==> src/rtl/rf_pkg.sv <==
// Shared types and defaults for the register-file writeback arbiter.
// XLEN_DEF / AW_DEF are the default data and address widths; rf_wr_t
// bundles one register-file write (destination + data).
package rf_pkg;

  localparam int unsigned XLEN_DEF     = 32;
  localparam int unsigned AW_DEF       = 5;
  // Width of the B starvation counter; STARVE_LIMIT must fit (1..15).
  localparam int unsigned STARVE_CNT_W = 4;

  typedef logic [AW_DEF-1:0]   rf_addr_t;
  typedef logic [XLEN_DEF-1:0] rf_data_t;

  typedef struct packed {
    rf_addr_t rd;
    rf_data_t wd;
  } rf_wr_t;

endpackage

==> src/rtl/rf_wb_starve_cnt.sv <==
// Saturating starvation counter for writeback requester B.
// Counts consecutive cycles in which B is valid but not granted, saturating
// at STARVE_LIMIT (1..15). Clears on a B grant or when B is idle.
// Ports:
//   i_clk      rising-edge clock
//   i_rst      synchronous reset, active-high
//   i_b_valid  B has a write pending
//   i_b_grant  B accepted this cycle
//   o_starved  counter at limit; B has forced priority
module rf_wb_starve_cnt
  import rf_pkg::*;
#(
  parameter int unsigned STARVE_LIMIT = 4
) (
  input  logic i_clk,
  input  logic i_rst,
  input  logic i_b_valid,
  input  logic i_b_grant,
  output logic o_starved
);

  localparam logic [STARVE_CNT_W-1:0] Limit = STARVE_CNT_W'(STARVE_LIMIT);

  logic [STARVE_CNT_W-1:0] r_cnt;
  logic [STARVE_CNT_W-1:0] w_cnt_nxt;

  always_comb begin
    w_cnt_nxt = r_cnt;
    if (!i_b_valid || i_b_grant) begin
      w_cnt_nxt = '0;
    end else if (r_cnt != Limit) begin
      w_cnt_nxt = r_cnt + STARVE_CNT_W'(1);
    end
  end

  always_ff @(posedge i_clk) begin
    if (i_rst) begin
      r_cnt <= '0;
    end else begin
      r_cnt <= w_cnt_nxt;
    end
  end

  assign o_starved = (r_cnt == Limit);

endmodule

==> src/rtl/rf_wb_arbiter.sv <==
// Register-file write-port arbiter for two writeback requesters.
// A (load unit) has fixed priority over B (ALU/branch) unless B has been
// starved for STARVE_LIMIT consecutive cycles. The winner is registered into
// a single output stage driving rf_we/rf_rd/rf_wd one cycle later. Writes to
// x0 are acknowledged but never reach the register file.
// Ports:
//   clk, rst_n                 clock; synchronous reset, active-high
//   a_valid/a_ready/a_rd/a_wd  requester A handshake and payload
//   b_valid/b_ready/b_rd/b_wd  requester B handshake and payload
//   rf_we/rf_rd/rf_wd          register-file write port
//   starved                    B currently has forced priority
// Optional feature (macro RF_WB_FWD_EN): fwd_rs1/fwd_rs2 inputs and
// fwd_hit1/2, fwd_data1/2 outputs that bypass the in-flight write.
module rf_wb_arbiter
  import rf_pkg::*;
#(
  parameter int unsigned XLEN         = XLEN_DEF,
  parameter int unsigned AW           = AW_DEF,
  parameter int unsigned STARVE_LIMIT = 4
) (
  input  logic            clk,
  input  logic            rst_n,
  input  logic            a_valid,
  output logic            a_ready,
  input  logic [AW-1:0]   a_rd,
  input  logic [XLEN-1:0] a_wd,
  input  logic            b_valid,
  output logic            b_ready,
  input  logic [AW-1:0]   b_rd,
  input  logic [XLEN-1:0] b_wd,
  output logic            rf_we,
  output logic [AW-1:0]   rf_rd,
  output logic [XLEN-1:0] rf_wd,
  output logic            starved
`ifdef RF_WB_FWD_EN
  ,
  input  logic [AW-1:0]   fwd_rs1,
  input  logic [AW-1:0]   fwd_rs2,
  output logic            fwd_hit1,
  output logic            fwd_hit2,
  output logic [XLEN-1:0] fwd_data1,
  output logic [XLEN-1:0] fwd_data2
`endif
);

  // rst_n is active-high despite its name.
  logic            w_rst;
  logic            w_starved;
  logic            w_a_grant;
  logic            w_b_grant;
  logic            w_grant;
  logic            w_wr_en;
  logic [AW-1:0]   w_sel_rd;
  logic [XLEN-1:0] w_sel_wd;

  logic            r_we;
  logic [AW-1:0]   r_rd;
  logic [XLEN-1:0] r_wd;

  assign w_rst = rst_n;

  rf_wb_starve_cnt #(
    .STARVE_LIMIT (STARVE_LIMIT)
  ) u_starve_cnt (
    .i_clk     (clk),
    .i_rst     (w_rst),
    .i_b_valid (b_valid),
    .i_b_grant (w_b_grant),
    .o_starved (w_starved)
  );

  // A wins unless B is starved; a lone requester always wins.
  always_comb begin
    w_a_grant = 1'b0;
    w_b_grant = 1'b0;
    if (!w_rst) begin
      w_a_grant = a_valid & (~b_valid | ~w_starved);
      w_b_grant = b_valid & (~a_valid | w_starved);
    end
  end

  assign w_grant  = w_a_grant | w_b_grant;
  assign w_sel_rd = w_b_grant ? b_rd : a_rd;
  assign w_sel_wd = w_b_grant ? b_wd : a_wd;
  // x0 grants complete the handshake but are not written.
  assign w_wr_en  = w_grant & (w_sel_rd != '0);

  always_ff @(posedge clk) begin
    if (w_rst) begin
      r_we <= 1'b0;
      r_rd <= '0;
      r_wd <= '0;
    end else begin
      r_we <= w_wr_en;
      if (w_wr_en) begin
        r_rd <= w_sel_rd;
        r_wd <= w_sel_wd;
      end
    end
  end

  assign a_ready = w_a_grant;
  assign b_ready = w_b_grant;
  assign rf_we   = r_we;
  assign rf_rd   = r_rd;
  assign rf_wd   = r_wd;
  assign starved = w_starved;

`ifdef RF_WB_FWD_EN
  // Same-cycle bypass of the write currently presented to the register file.
  assign fwd_hit1  = r_we & (r_rd == fwd_rs1) & (fwd_rs1 != '0);
  assign fwd_hit2  = r_we & (r_rd == fwd_rs2) & (fwd_rs2 != '0);
  assign fwd_data1 = r_wd;
  assign fwd_data2 = r_wd;
`endif

endmodule

==> config.mk <==
export PLATFORM = sky130hd
export DESIGN_NAME = rf_wb_arbiter
export DESIGN_NICKNAME = d
export VERILOG_FILES = /design/src/rtl/rf_pkg.sv /design/src/rtl/rf_wb_starve_cnt.sv /design/src/rtl/rf_wb_arbiter.sv
export SDC_FILE = /design/constraint.sdc
export NUM_CORES = 1
export LEC_CHECK = 0
export BUFFER_PORTS_ARGS = -buffer_cell sky130_fd_sc_hd__buf_2
export CAP_MARGIN = 20
export CORE_MARGIN = 8
export CORE_UTILIZATION = 45
export CTS_BUF_LIST = sky130_fd_sc_hd__clkbuf_4 sky130_fd_sc_hd__clkbuf_8 sky130_fd_sc_hd__clkbuf_16
export CTS_CLUSTER_DIAMETER = 40
export CTS_CLUSTER_SIZE = 28
export DETAILED_ROUTE_END_ITERATION = 12
export GPL_TIMING_DRIVEN = 0
export PLACE_DENSITY = 0.86
export SYNTH_ARGS = -nofsm -noshare
export SYNTH_HDL_FRONTEND = slang
export SYNTH_SLANG_ARGS = --single-unit
==> constraint.sdc <==
create_clock -name clk -period 2.8 [get_ports clk]
set_clock_uncertainty 0.15 [all_clocks]
set_input_delay 0.7 -clock clk [delete_from_list [all_inputs] [get_ports clk]]
set_output_delay 0.7 -clock clk [all_outputs]
set_load 0.02 [all_outputs]
==> flow_metrics.tcl <==
set metrics [dict create \
    synth_async_sr_flop_share_pct 0 \
    finalHoldViolCount 0 \
    clock_latency_ns 0.28 \
    hold_path_class "reg2reg" \
    instances_no_fill 395 \
    dieArea_mm2 0.00744 \
    synthCells 203 \
    ant_nets 0 \
    rsz0062_at_grt "no" \
    busiest_layer "met2" \
    peakVddDrop_v 0.000268 \
    finalPower_uw 1540 \
    period_share_pct 95.9 \
    grt_max_degree 13 \
    num_io_pins 119 \
    path_depth 7 \
    path_clk_slew_ns 0.08 \
    grtUsageMet2_pct 28.9 \
    worstPathArrival_ns 1.84 \
    r2r_slack_ns 0.66 \
    vias_per_cell 5.25 \
    row_count 25 \
    dieHeight_um 86.3 \
    path_buf_inv 3 \
    required_ns 1.95 \
    port_buffers 117 \
    end_kind "output port" \
    syn2layout_area_growth_pct 35.4 \
    first_iter_violations 32 \
    grt_use_met1_pct 17.8 \
    period_needed_ns 2.69 \
    ys_ff_latch 42 \
    nets 407 \
    core_mm2 0.00475 \
    syn_area_per_cell_um2 10.9 \
    path_max_fanout 10 \
    first_global_vias 2226 \
    grt_pass1_wl_mm 9.98 \
    final_layout_size_suffix_gt1_share_pct 53.7 \
    drt_wl_total_mm 6.28 \
    fmax_mhz 372 \
    cp-endpoint "b_ready" \
    tns_ns 0 \
    critPathKind "reg2out" \
    critPathTopFamily "buffers and inverters" \
    tightest_slew_ns 0.730 \
    grt.total_usage_pct 16.5 \
    cts_max_level 2 \
    post-route-drc-count 0 \
    routed-via-count 2074 \
    ys_types 30 \
    run_status "finished, final reports clean" \
    relSlewSlack_pct 51.3 \
    fin_util_pct 63.3 \
    cts.root.buffer_cell "clkbuf_8" \
    use_met3_pct 6.05 \
    r2r-start "u_starve_cnt.r_cnt[0]" \
    gp_congestion 0.785 \
    p_leak_uw 0.00153 \
    cts_buffers 5 \
    synth-warning-count 0 \
    slowest_delay_ns 0.38 \
    antenna_cells 0 \
    cp-start-kind "flip-flop" \
    place_inst 387 \
    synth_edf_count 0 \
    critPathSlowestCell "dfxtp_1" \
    rr_endpoint "rf_rd[3]" \
    p_per_area_mw_per_mm2 512 \
    finalHoldWorstSlack_ns 0.320 \
    maxCapViolations 0 \
    antenna_found_initial 0 \
    synth.cell_area_mm2 0.00222 \
    syn-num-nets 283 \
    startpoint "u_starve_cnt.r_cnt[0]" \
    grt_overflow 0 \
    ys_seq_area_share_pct 37.8 \
    cts_tree "done" \
    cts.sinks 42 \
    rr_worst_depth 8 \
    setup_violations 0 \
    path_cells "inv_1 -> ha_1 -> and3b_1 -> o21ai_4 -> buf_4 -> nor2_1 -> buf_2" \
    first_pass_iters 4 \
    start_util_pct 46.7 \
    wl_per_cell_um 15.9 \
    synth_flop_cell "dfxtp_1" \
    cts_buffer_depth 2 \
    post-dp-hpwl_mm 5.01 \
    drv_slew 0 \
    die_x_um 86.3 \
]
cell type report:
cell class	count	area [µm²]
repair buffers	117	586
plain buffers	19	136
multi-input cells	137	1230
clock inverters	1	30.0
flip-flops and latches	42	841
clock buffers	7	83.8
well taps	67	83.8
inverters	5	18.8
fillers	431	1750
cells in the final DEF, fill, tap and decap left out, types with 5 or more instances in the layout:
cell,count
dfxtp_1,42
nor2_1,40
buf_6,6
buf_2,121
clkbuf_1,5
a221oi_1,5
mux2i_1,35
a221oi_2,30
clkbuf_8,5
stage by stage:
stage,cell area (µm²),setup WS [ns]
after floorplan,2220,0.463
after detailed placement,2890,0.201
final,3010,0.114
after global routing,3010,0.00167
after CTS,3010,0.0243
after global placement,2890,0.241
timing repair:
| action | 4_1_cts | 5_1_grt |
|---|---|---|
| endpoints found under the setup margin | 0 | 1 |
| buffers inserted | 0 | 0 |
| hold buffers | 0 | 0 |
| gates resized for setup | 0 | 2 |
worst reg2reg max path, stage by stage, from the launching register on:
cell	delay [ns]
dfxtp_1	0.38
inv_1	0.06
ha_1	0.22
and3b_1	0.23
o21ai_4	0.20
buf_6	0.20
buf_6	0.20
mux2i_1	0.27
a221oi_2	0.09
power by group:
part	internal (µW)	total (µW)	switching (µW)
combinational	167	395	228
clock	286	478	192
sequential	646	668	21.8
total	1100	1540	441
cells in the mapped netlist, types with 2 or more instances:
library cell | n | area, µm²
dfxtp_1 | 42 | 841
buf_6 | 6 | 67.6
o211ai_1 | 2 | 15.0
or4_1 | 2 | 15.0
clkbuf_1 | 5 | 18.8
ha_1 | 2 | 25.0
buf_2 | 5 | 25.0
a32oi_1 | 2 | 17.5
o21ai_4 | 2 | 32.5
buf_4 | 3 | 22.5
a221oi_1 | 5 | 43.8
a21oi_1 | 4 | 20.0
mux2i_1 | 35 | 350
nor2_1 | 40 | 150
inv_1 | 4 | 15.0
a221oi_2 | 30 | 450
how the worst min path moves through the flow:
stage | from | end | slack (ns) | cells after the start
5_1_grt | u_starve_cnt.r_cnt[0] | u_starve_cnt.r_cnt[0] | 0.34 | 1
2_1_floorplan | u_starve_cnt.r_cnt[0] | u_starve_cnt.r_cnt[0] | 0.28 | 1
4_1_cts | u_starve_cnt.r_cnt[0] | u_starve_cnt.r_cnt[0] | 0.32 | 1
6_report | u_starve_cnt.r_cnt[0] | u_starve_cnt.r_cnt[0] | 0.32 | 1
3_3_place_gp | u_starve_cnt.r_cnt[0] | u_starve_cnt.r_cnt[0] | 0.30 | 1
3_5_place_dp | u_starve_cnt.r_cnt[0] | u_starve_cnt.r_cnt[0] | 0.30 | 1
state kept, by name, summed over array words and instances, names as in the netlist:
| signal | cells |
|---|---|
| rf_wd | 32 |
| rf_we | 1 |
| u_starve_cnt.r_cnt | 4 |
| rf_rd | 5 |
routing by layer:
layer / wire (µm) / part of all wire, %
met2: 3100 / 49
met3: 582 / 9.3
met5: 0 / 0
met4: 97 / 1.5
met1: 2500 / 40
kinds of logic (layout without fill, tap and decap cells):
kind of cell	count (synthesis)	count (layout)	share of synthesized area, %
AO/OA/AOI/OAI	49	49	28.1
multiplexers	35	35	15.8
adder cells (fa/ha/maj)	2	2	1.13
XOR/XNOR	1	1	0.394
buffers and inverters	24	149	6.87
AND/OR/NAND/NOR	50	50	9.91
flip-flops	42	42	37.8
No activity file was read; power rests on OpenSTA's default activity.
